<file path="config.mk">
export PLATFORM = sky130hd
export DESIGN_NAME = psk4_symbol_source_flat
export DESIGN_NICKNAME = d
export VERILOG_FILES = /design/src/rtl/psk4_symbol_source_if.sv /design/src/rtl/psk4_symbol_source.sv /design/src/flat_wrapper.sv
export SDC_FILE = /design/constraint.sdc
export NUM_CORES = 1
export LEC_CHECK = 0
export ABC_AREA = 0
export CAP_MARGIN = 0
export CORE_MARGIN = 4
export CORE_UTILIZATION = 50
export CTS_CLUSTER_DIAMETER = 200
export CTS_CLUSTER_SIZE = 14
export DETAILED_ROUTE_END_ITERATION = 6
export HOLD_SLACK_MARGIN = 0.06
export PLACE_DENSITY_LB_ADDON = 0.05
export SLEW_MARGIN = 25
export SYNTH_ARGS = -nofsm -noshare
export SYNTH_HDL_FRONTEND = slang
export SYNTH_SLANG_ARGS = --single-unit
</file>
<file path="constraint.sdc">
create_clock -name clk -period 2.15 [get_ports clk]
set_input_delay 0.43 -clock clk [delete_from_list [all_inputs] [get_ports clk]]
set_output_delay 0.43 -clock clk [all_outputs]
set_load 0.05 [all_outputs]
</file>
<file path="src/rtl/psk4_symbol_source_if.sv">
// Byte stream in, QPSK symbol stream and frame status out.
// master = byte producer / symbol consumer, slave = psk4_symbol_source.
interface psk4_symbol_source_if;
  logic [7:0] in_data;
  logic       in_valid;
  logic       in_ready;
  logic       s1;
  logic       s2;
  logic       sym_strobe;
  logic       frame_active;
  logic       frame_end;

  modport master (
    output in_data, in_valid,
    input  in_ready, s1, s2, sym_strobe, frame_active, frame_end
  );

  modport slave (
    input  in_data, in_valid,
    output in_ready, s1, s2, sym_strobe, frame_active, frame_end
  );
endinterface

</file>
<file path="src/rtl/psk4_symbol_source.sv">
// Byte-to-dibit QPSK symbol source: byte FIFO, preamble insertion, and one
// dibit per SYM_DIV clocks, MSB dibit first; idle symbol is (1,1).
//
//   state       | meaning
//   ST_IDLE     | no frame, emitting (1,1), waiting for a byte at a tick
//   ST_PREAMBLE | emitting PREAMBLE_SYMS alternating symbols (0,0),(1,1),...
//   ST_DATA     | emitting dibits of the current byte, refilling from FIFO
module psk4_symbol_source #(
  parameter int SYM_DIV       = 16,
  parameter int FIFO_DEPTH    = 4,
  parameter int PREAMBLE_SYMS = 8
) (
  input logic                 clk,
  input logic                 rst,
  psk4_symbol_source_if.slave bus
);
  localparam int CW = $clog2(SYM_DIV);
  localparam int AW = $clog2(FIFO_DEPTH);
  localparam int PW = $clog2(PREAMBLE_SYMS + 1);

  typedef enum logic [1:0] {ST_IDLE, ST_PREAMBLE, ST_DATA} state_t;

  logic [CW-1:0] r_cnt;
  logic          w_tick;

  logic [7:0]    r_mem [FIFO_DEPTH];
  logic [AW:0]   r_wr_ptr;
  logic [AW:0]   r_rd_ptr;
  logic          w_full;
  logic          w_empty;
  logic          w_push;
  logic          w_pop;
  logic [7:0]    w_head;

  state_t        r_state, w_state_nxt;
  logic          r_s1, r_s2, w_s1_nxt, w_s2_nxt;
  logic [7:0]    r_shift, w_shift_nxt;
  logic [1:0]    r_idx, w_idx_nxt;
  logic [PW-1:0] r_pre_cnt, w_pre_nxt;
  logic          w_frame_end_nxt;
  logic          r_sym_strobe, r_frame_active, r_frame_end;

  assign w_tick = (r_cnt == CW'(SYM_DIV - 1));

  always_ff @(posedge clk or posedge rst) begin
    if (rst)         r_cnt <= '0;
    else if (w_tick) r_cnt <= '0;
    else             r_cnt <= r_cnt + 1'b1;
  end

  // Pointers carry one extra wrap bit to tell full from empty.
  assign w_empty      = (r_wr_ptr == r_rd_ptr);
  assign w_full       = (r_wr_ptr[AW] != r_rd_ptr[AW]) &&
                        (r_wr_ptr[AW-1:0] == r_rd_ptr[AW-1:0]);
  assign bus.in_ready = !w_full && !rst;
  assign w_push       = bus.in_valid && bus.in_ready;
  assign w_head       = r_mem[r_rd_ptr[AW-1:0]];

  always_ff @(posedge clk) begin
    if (w_push) r_mem[r_wr_ptr[AW-1:0]] <= bus.in_data;
  end

  always_ff @(posedge clk or posedge rst) begin
    if (rst) begin
      r_wr_ptr <= '0;
      r_rd_ptr <= '0;
    end else begin
      if (w_push) r_wr_ptr <= r_wr_ptr + 1'b1;
      if (w_pop)  r_rd_ptr <= r_rd_ptr + 1'b1;
    end
  end

  always_comb begin
    w_state_nxt     = r_state;
    w_s1_nxt        = r_s1;
    w_s2_nxt        = r_s2;
    w_shift_nxt     = r_shift;
    w_idx_nxt       = r_idx;
    w_pre_nxt       = r_pre_cnt;
    w_pop           = 1'b0;
    w_frame_end_nxt = 1'b0;
    if (w_tick) begin
      case (r_state)
        ST_IDLE: begin
          {w_s1_nxt, w_s2_nxt} = 2'b11;
          if (!w_empty) begin
            w_state_nxt          = ST_PREAMBLE;
            {w_s1_nxt, w_s2_nxt} = 2'b00;
            w_pre_nxt            = PW'(1);
          end
        end
        ST_PREAMBLE: begin
          if (r_pre_cnt == PW'(PREAMBLE_SYMS)) begin
            w_pop                = 1'b1;
            w_state_nxt          = ST_DATA;
            {w_s1_nxt, w_s2_nxt} = w_head[7:6];
            w_shift_nxt          = {w_head[5:0], 2'b00};
            w_idx_nxt            = 2'd1;
          end else begin
            // Odd-numbered preamble symbols are (1,1), even ones (0,0).
            {w_s1_nxt, w_s2_nxt} = {2{r_pre_cnt[0]}};
            w_pre_nxt            = r_pre_cnt + 1'b1;
          end
        end
        ST_DATA: begin
          if (r_idx == 2'd0) begin
            if (!w_empty) begin
              w_pop                = 1'b1;
              {w_s1_nxt, w_s2_nxt} = w_head[7:6];
              w_shift_nxt          = {w_head[5:0], 2'b00};
              w_idx_nxt            = 2'd1;
            end else begin
              w_state_nxt          = ST_IDLE;
              {w_s1_nxt, w_s2_nxt} = 2'b11;
              w_frame_end_nxt      = 1'b1;
            end
          end else begin
            {w_s1_nxt, w_s2_nxt} = r_shift[7:6];
            w_shift_nxt          = {r_shift[5:0], 2'b00};
            w_idx_nxt            = r_idx + 2'd1;
          end
        end
        default: w_state_nxt = ST_IDLE;
      endcase
    end
  end

  always_ff @(posedge clk or posedge rst) begin
    if (rst) begin
      r_state        <= ST_IDLE;
      r_s1           <= 1'b1;
      r_s2           <= 1'b1;
      r_shift        <= '0;
      r_idx          <= '0;
      r_pre_cnt      <= '0;
      r_sym_strobe   <= 1'b0;
      r_frame_active <= 1'b0;
      r_frame_end    <= 1'b0;
    end else begin
      r_state        <= w_state_nxt;
      r_s1           <= w_s1_nxt;
      r_s2           <= w_s2_nxt;
      r_shift        <= w_shift_nxt;
      r_idx          <= w_idx_nxt;
      r_pre_cnt      <= w_pre_nxt;
      r_sym_strobe   <= w_tick;
      r_frame_active <= (w_state_nxt != ST_IDLE);
      r_frame_end    <= w_frame_end_nxt;
    end
  end

  assign bus.s1           = r_s1;
  assign bus.s2           = r_s2;
  assign bus.sym_strobe   = r_sym_strobe;
  assign bus.frame_active = r_frame_active;
  assign bus.frame_end    = r_frame_end;
endmodule

</file>
<file path="src/flat_wrapper.sv">
// flat-port wrapper written by rule: the top's interface ports become plain ports
module psk4_symbol_source_flat 
#(
  parameter int SYM_DIV       = 16,
  parameter int FIFO_DEPTH    = 4,
  parameter int PREAMBLE_SYMS = 8
)
  (clk, rst, bus_in_data, bus_in_valid, bus_in_ready, bus_s1, bus_s2, bus_sym_strobe, bus_frame_active, bus_frame_end);
  psk4_symbol_source_if bus_i ();
  input logic clk;
  input logic rst;
  input wire logic [$bits(bus_i.in_data)-1:0] bus_in_data;
  input wire logic [$bits(bus_i.in_valid)-1:0] bus_in_valid;
  output wire logic [$bits(bus_i.in_ready)-1:0] bus_in_ready;
  output wire logic [$bits(bus_i.s1)-1:0] bus_s1;
  output wire logic [$bits(bus_i.s2)-1:0] bus_s2;
  output wire logic [$bits(bus_i.sym_strobe)-1:0] bus_sym_strobe;
  output wire logic [$bits(bus_i.frame_active)-1:0] bus_frame_active;
  output wire logic [$bits(bus_i.frame_end)-1:0] bus_frame_end;
  assign bus_i.in_data = bus_in_data;
  assign bus_i.in_valid = bus_in_valid;
  assign bus_in_ready = bus_i.in_ready;
  assign bus_s1 = bus_i.s1;
  assign bus_s2 = bus_i.s2;
  assign bus_sym_strobe = bus_i.sym_strobe;
  assign bus_frame_active = bus_i.frame_active;
  assign bus_frame_end = bus_i.frame_end;
  psk4_symbol_source #(.SYM_DIV(SYM_DIV), .FIFO_DEPTH(FIFO_DEPTH), .PREAMBLE_SYMS(PREAMBLE_SYMS)) u_core (.clk(clk), .rst(rst), .bus(bus_i));
endmodule
</file>
==> impl_results.md, run 1 <==
- Syn. warnings: 0
- Root Buffer: clkbuf_8
- Yosys top cell by area: edfxtp_1
- CTS tree: yes
- Antenna violations before repair: 0
- Drt total wl: 5370 microns
- Wire per inst: 17.2 microns
- CP startpoint: u_core.bus.s2
- Syn_nets: 226
- Lkg Pwr: 0.00139 uW
- Slew of the pin with the lowest slew margin: 0.541 ns
- Status: completed
- Die H: 83.4 microns
- Sink Count: 61
- Clock slew at reported path FFs: 0.08 ns
- Crit path arrival time: 1.67 ns
- Filler Cell Count: 435
- Max-cap violations: 0
- Skew-Pair Late Insertion Delay: 0.34 ns
- Io pins: 17
- R2R depth: 3
- CP Class: reg -> out
- Drt first pass iters: 4
- Die width: 83.4 microns
- Final Cycle Share: 97.7%
- Register bit total from synthesis: 61
- Core area: 5510 sq um
- Mapped Area: 2840 sq um
- Pwr Density: 1030 nW/um^2
- # DRC: 0
- First-pass GRT wire length: 9080 microns
- Design Power: 3480 uW
- CP peak stage delay: 0.79 ns
- Slowest-stage cell, CP: clkdlybuf4s50_1
- Die Area: 6960 sq um
- Hold Crit Class: in -> async
- Sequential area share after synthesis: 59.4%
- Synth Flop Type: edfxtp_1
- Vias in the first global route: 1816
- Vias/cell: 5.55
- Crit path launch type: register
- Critical-path cell list: clkdlybuf4s50_1
- Delay-heaviest family, CP: buffers and inverters
- Post-route ant nets: 0
- Max Freq: 476 MHz
- DP Wirelength: 3990 microns
- Port buffer count: 16
- Final nets: 259
- Reg-to-Reg End: u_core.bus.s1
- Clk_skew: 0.00921 ns
- Initial Util: 51.6%
- EDFF count, synth: 32
- Setup tns final: 0 ns
- Area grow syn2layout: 18.8%
- Post-synth ARST share: 47.5%
- Global route overflow: 0
- Setup violators final: 0
- Worst IR Drop VDD: 0.494 mV
- Vias: 1732
- WP buf/inv: 1
- Register-to-register setup slack: 0.12 ns
- Reg2reg start: u_core.r_rd_ptr[0]
- Final Critical Period: 2.10 ns
- Relative slew slack: 63.8%
- Gr usage total: 17.1%
- Top cell type's share of synthesized area: 33.8%
- WP data required: 1.72 ns
- Synth top cells by count: 32 x edfxtp_1, 27 x dfrtp_1, 17 x inv_1
- Largest net degree at the start of global routing: 28
- Avg Inst Size Synth: 14.1 sq um
- Number of library cell types mapped by synthesis: 47
- RSZ-0062 raised after global routing: no
- Gpl congestion: 0.835
- Setup crit end kind: output pin
- Final count of pins violating max slew: 0
- Top post-synthesis cells by area: edfxtp_1 34%, dfrtp_1 24%, ha_1 5.7%
- Mapped Cells: 202
- Iteration-0 DRC Markers: 101
- Fraction of layout cells with a size suffix above 1: 20.0%
- H-tree depth: 3
- ANT cells: 0
- Endpoints failing hold: 0
- Most frequent cell after synthesis: edfxtp_1
- Max FO, Critical Path: 2
- Total CTS buffers: 9
- FP Rows: 27
- CTS max path bufs: 2
routing by layer:
metal | track usage (%) | wire length [microns] | vias to the layer above
met5 | 0 | 0 | -
met4 | 5.79 | 79 | 0
met3 | 5.06 | 232 | 9
met2 | 24.9 | 2440 | 34
met1 | 24.5 | 2630 | 864
li1 | - | - | 825
how the worst max path moves through the flow:
| stage | endpoint | slack, ns | cells past startpoint |
|---|---|---|---|
| CTS | bus_s1 | 0.03 | 1 |
| detailed placement | u_core.bus.frame_active | 0.06 | 4 |
| finish | bus_s2 | 0.05 | 1 |
| global route | bus_s1 | 0.02 | 1 |
| global placement | u_core.r_mem[0][2] | 0.13 | 4 |
| floorplan | bus_in_ready | 0.11 | 3 |
stage by stage:
stage	cells	util, %	cell area [sq um]	hold slack (ns)	setup slack (ns)
5_1_grt	312	61.3	3380	0.332	0.0177
3_3_place_gp	296	57.5	3160	0.467	0.133
3_5_place_dp	296	57.5	3160	0.476	0.0619
6_report	312	61.3	3380	0.317	0.0500
4_1_cts	312	61.0	3360	0.308	0.0280
2_1_floorplan	202	-	2840	0.455	0.106
cell type report:
| class | count | area [sq um] | share of cell area [%] |
|---|---|---|---|
| flip-flops and latches | 61 | 1690 | 50.0 |
| multi-input cells | 119 | 1070 | 31.8 |
| repair buffers | 26 | 258 | 7.64 |
| clock buffers | 9 | 124 | 3.67 |
| well taps | 72 | 90.1 | 2.67 |
| clock inverters | 7 | 72.6 | 2.15 |
| inverters | 18 | 67.6 | 2.00 |
worst register-to-register path, cell delays in order, from the launching register on:
cell	delay (ns)
dfrtp_1	0.59
mux4_2	0.56
or4_1	0.53
a32o_1	0.28
repair_timing:
action | 4_1_cts | 5_1_grt
setup buffers | 0 | 0
setup endpoints to repair | 0 | 4
hold buffers | 0 | 0
gates resized for setup | 0 | 3
state kept, by name (all words and copies together) (netlist names):
register	cells
u_core.bus.s2	1
u_core.r_mem	32
u_core.bus.frame_end	1
u_core.r_rd_ptr	3
u_core.r_shift	6
u_core.bus.frame_active	1
u_core.r_pre_cnt	4
u_core.r_state	2
u_core.bus.sym_strobe	1
u_core.r_wr_ptr	3
u_core.bus.s1	1
u_core.r_cnt	4
u_core.r_idx	2
layout by cell type (no fill, tap or decap), types with 5 or more instances in the layout:
cell type	synthesis	routed
edfxtp_1	32	32
nor2_1	5	5
and2_1	5	5
mux2_2	8	8
o21ai_0	10	10
inv_1	17	17
dfrtp_1	27	27
clkdlybuf4s50_1	0	15
ha_1	13	12
mux4_2	6	6
nand2_1	9	9
buf_4	1	9
clkbuf_8	0	9
nand3_1	6	6
cells by family (layout without fill, tap and decap cells):
kind of cell             Yosys count  after routing  share of synthesized area (%)
flip-flops                        61             61                           59.4
AND/OR/NAND/NOR                   46             46                           9.20
AO/OA/AOI/OAI                     31             31                           7.88
buffers and inverters             22             60                           3.30
multiplexers                      20             20                           11.2
adder cells (fa/ha/maj)           13             13                           5.72
XOR/XNOR                           9              9                           3.30
power by group:
group / leakage, uW / switching [uW] / internal [uW]
registers: 0.000664 / 135 / 1440
logic: 0.000628 / 517 / 369
clock network: 0.0000976 / 479 / 539
(Power assumes the default switching activity.)
==> inputs of run 2 (changes only) <==
Settings changed: ABC_AREA 0 to 1, CAP_MARGIN 0 to not set.
==> run 2 against run 1 <==
  * Fmax rose by 1.2%
  * Synthesized cell count rose by 50%
  * Synthesized area rose by 4.2%
  * Critical path depth did not move
  * Clock skew barely moved
  * Clock power rose by 33%
  * Combinational power rose by 3.5%
  * Largest power group unchanged
  * Sequential cell count did not move
==> impl_results.md, run 2 <==
- Status: completed
- Drt first pass iters: 4
- Critical-path cell list: clkdlybuf4s50_1
- Port buffer count: 16
- Slowest-stage cell, CP: clkdlybuf4s50_1
- # resized after CTS: 0
- First-pass GRT wire length: 9350 microns
- Pwr Density: 1090 nW/um^2
- WP data required: 1.72 ns
- Setup WS post-layout: 0.0757 ns
- Reg-to-Reg End: u_core.r_shift[7]
- Cell Area, Placed: 3270 sq um
- Root Buffer: clkbuf_8
- Vias in the first global route: 2070
- Worst IR Drop VDD: 0.634 mV
- Number of library cell types mapped by synthesis: 34
- Setup crit end kind: output pin
- CTS max path bufs: 2
- Final nets: 359
- ANT cells: 0
- Area grow syn2layout: 19.4%
- Max reg flops: 32
- EDFF count, synth: 32
- Filler Cell Count: 474
- R2R depth: 8
- Top post-synthesis cells by area: edfxtp_1 32%, dfrtp_1 23%, nand2_1 9.6%
- Sequential area share after synthesis: 57.0%
- Vias/cell: 5.02
- Clock slew at reported path FFs: 0.07 ns
- # DRC: 0
- Post-route ant nets: 0
- Top cell type's share of synthesized area: 32.4%
- Max-cap violations: 0
- Iteration-0 DRC Markers: 112
- DP Wirelength: 3870 microns
- Lkg Pwr: 0.00162 uW
- Relative slew slack: 67.4%
- Die Area: 7220 sq um
- Io pins: 17
- Die H: 85.0 microns
- H-tree depth: 3
- Setup tns final: 0 ns
- Wire per inst: 13.2 microns
- Drt total wl: 5450 microns
- Delay-heaviest family, CP: buffers and inverters
- Most frequent cell after synthesis: nand2_1
- Register-to-register setup slack: 0.38 ns
- Worst slack, placed: 0.291 ns
- Worst Hold Depth: 2
- Mapped Area: 2960 sq um
- Final Cycle Share: 96.5%
- Yosys top cell by area: edfxtp_1
- CP peak stage delay: 0.79 ns
- Clk_skew: 0.00952 ns
- Min-Delay Endpoint: u_core.r_shift[6]
- Largest net degree at the start of global routing: 30
- RSZ-0062 raised after global routing: no
- Gr usage total: 16.9%
- Reg2reg start: u_core.r_state[0]
- Post-synth ARST share: 47.5%
- Initial Util: 52.5%
- Avg Inst Size Synth: 9.81 sq um
- WP buf/inv: 1
- Min-delay src: u_core.r_shift[6]
- Antenna violations before repair: 0
- Fraction of layout cells with a size suffix above 1: 18.5%
- Max Freq: 482 MHz
- Hold Crit Class: reg -> reg
- Vias: 2069
- Mapped Cells: 302
- Reg area: 1690 sq um
- FP Rows: 27
- Gpl congestion: 0.807
- Syn_nets: 326
- Skew-Pair Late Insertion Delay: 0.33 ns
- Leading cell types in the layout, fill and taps excluded: 76 x nand2_1, 33 x inv_1, 32 x edfxtp_1
- Commonest non-fill, non-tap cell in the layout: nand2_1
- Fin area: 3540 sq um
- Post-CTS setup buffer count: 0
- Core area: 5640 sq um
- CTS tree: yes
- Sink Count: 61
- Die width: 85.0 microns
- Post-cts hold buffer count: 0
- CP Class: reg -> out
- Total CTS buffers: 9
- Crit path arrival time: 1.64 ns
- Final Critical Period: 2.07 ns
- Multi-input gate area: 1090 sq um
- Setup violators final: 0
- Global route overflow: 0
- Slew of the pin with the lowest slew margin: 0.488 ns
- Crit path launch type: register
- Max FO, Critical Path: 2
- Synth Flop Type: edfxtp_1
- Synth top cells by count: 76 x nand2_1, 34 x inv_1, 32 x edfxtp_1
- Final count of pins violating max slew: 0
- Register bit total from synthesis: 61
- Endpoints failing hold: 0
- Syn. warnings: 0
==> run 2: cell count changes after synthesis, moves of 6 or more <==
| cell | previous run | this run |
|---|---|---|
| or2_2 | 1 | 7 |
| nand2_1 | 9 | 76 |
| a21oi_1 | 4 | 16 |
| mux4_2 | 6 | 0 |
| nor2_1 | 5 | 18 |
| o21ai_1 | 0 | 7 |
| nand3_1 | 6 | 12 |
| mux2_2 | 8 | 0 |
| inv_1 | 17 | 34 |
==> run 2: worst max-delay path by stage <==
stage,cells past startpoint,end,from,slack [ns]
6_report,1,bus_s1,u_core.bus.s1,0.08
5_1_grt,1,bus_s1,u_core.bus.s1,0.03
4_1_cts,1,bus_s2,u_core.bus.s2,0.05
3_5_place_dp,7,u_core.r_mem[3][1],rst,0.29
3_3_place_gp,7,u_core.r_mem[3][0],rst,0.30
2_1_floorplan,5,u_core.r_mem[3][0],rst,0.14
==> run 2: tightest hold or removal path, delay by kind of cell, from the launching register on <==
family           cells  cell delay, ns
flip-flops           1            0.34
AND/OR/NAND/NOR      2            0.10
==> run 2: power by group <==
group	switching (uW)	internal (uW)	leakage [uW]
Clock	441	919	0.000135
Combinational	599	318	0.000822
Sequential	112	1450	0.000663
Total	1150	2690	0.00162
==> run 2: cell families after synthesis <==
| group | count (synthesis) | synth area share [%] |
|---|---|---|
| flops | 61 | 57.0 |
| fa+ha+maj | 13 | 5.49 |
| buf+inv | 45 | 6.12 |
| simple gates | 133 | 21.3 |
| xor+xnor | 4 | 1.18 |
| compound gates | 46 | 8.87 |
==> run 2: metal layers <==
metal	part of all wire (%)	GRT usage, %	wire length [microns]
met5	0	0	0
met4	1.6	8.63	89
met3	2.5	3.59	138
met2	50	28.7	2750
met1	45	20.0	2480
==> run 2: layout make-up <==
cell class / instances / area share (%)
tap: 72 / 2.55
inverter: 41 / 4.63
timing repair buffer: 26 / 6.58
clock buffer: 10 / 3.89
multi-input combinational: 196 / 30.9
sequential: 61 / 47.7
clock inverter: 6 / 3.75
==> run 2: stage by stage <==
stage / std cells / power, uW / hold WS, ns / util, %
2_1_floorplan: 302 / 2250 / 0.343 / -
6_report: 412 / 3840 / 0.469 / 62.7
4_1_cts: 412 / 3890 / 0.473 / 62.7
5_1_grt: 412 / 4090 / 0.513 / 62.7
3_3_place_gp: 396 / 2500 / 0.455 / 57.9
3_5_place_dp: 396 / 2510 / 0.455 / 57.9
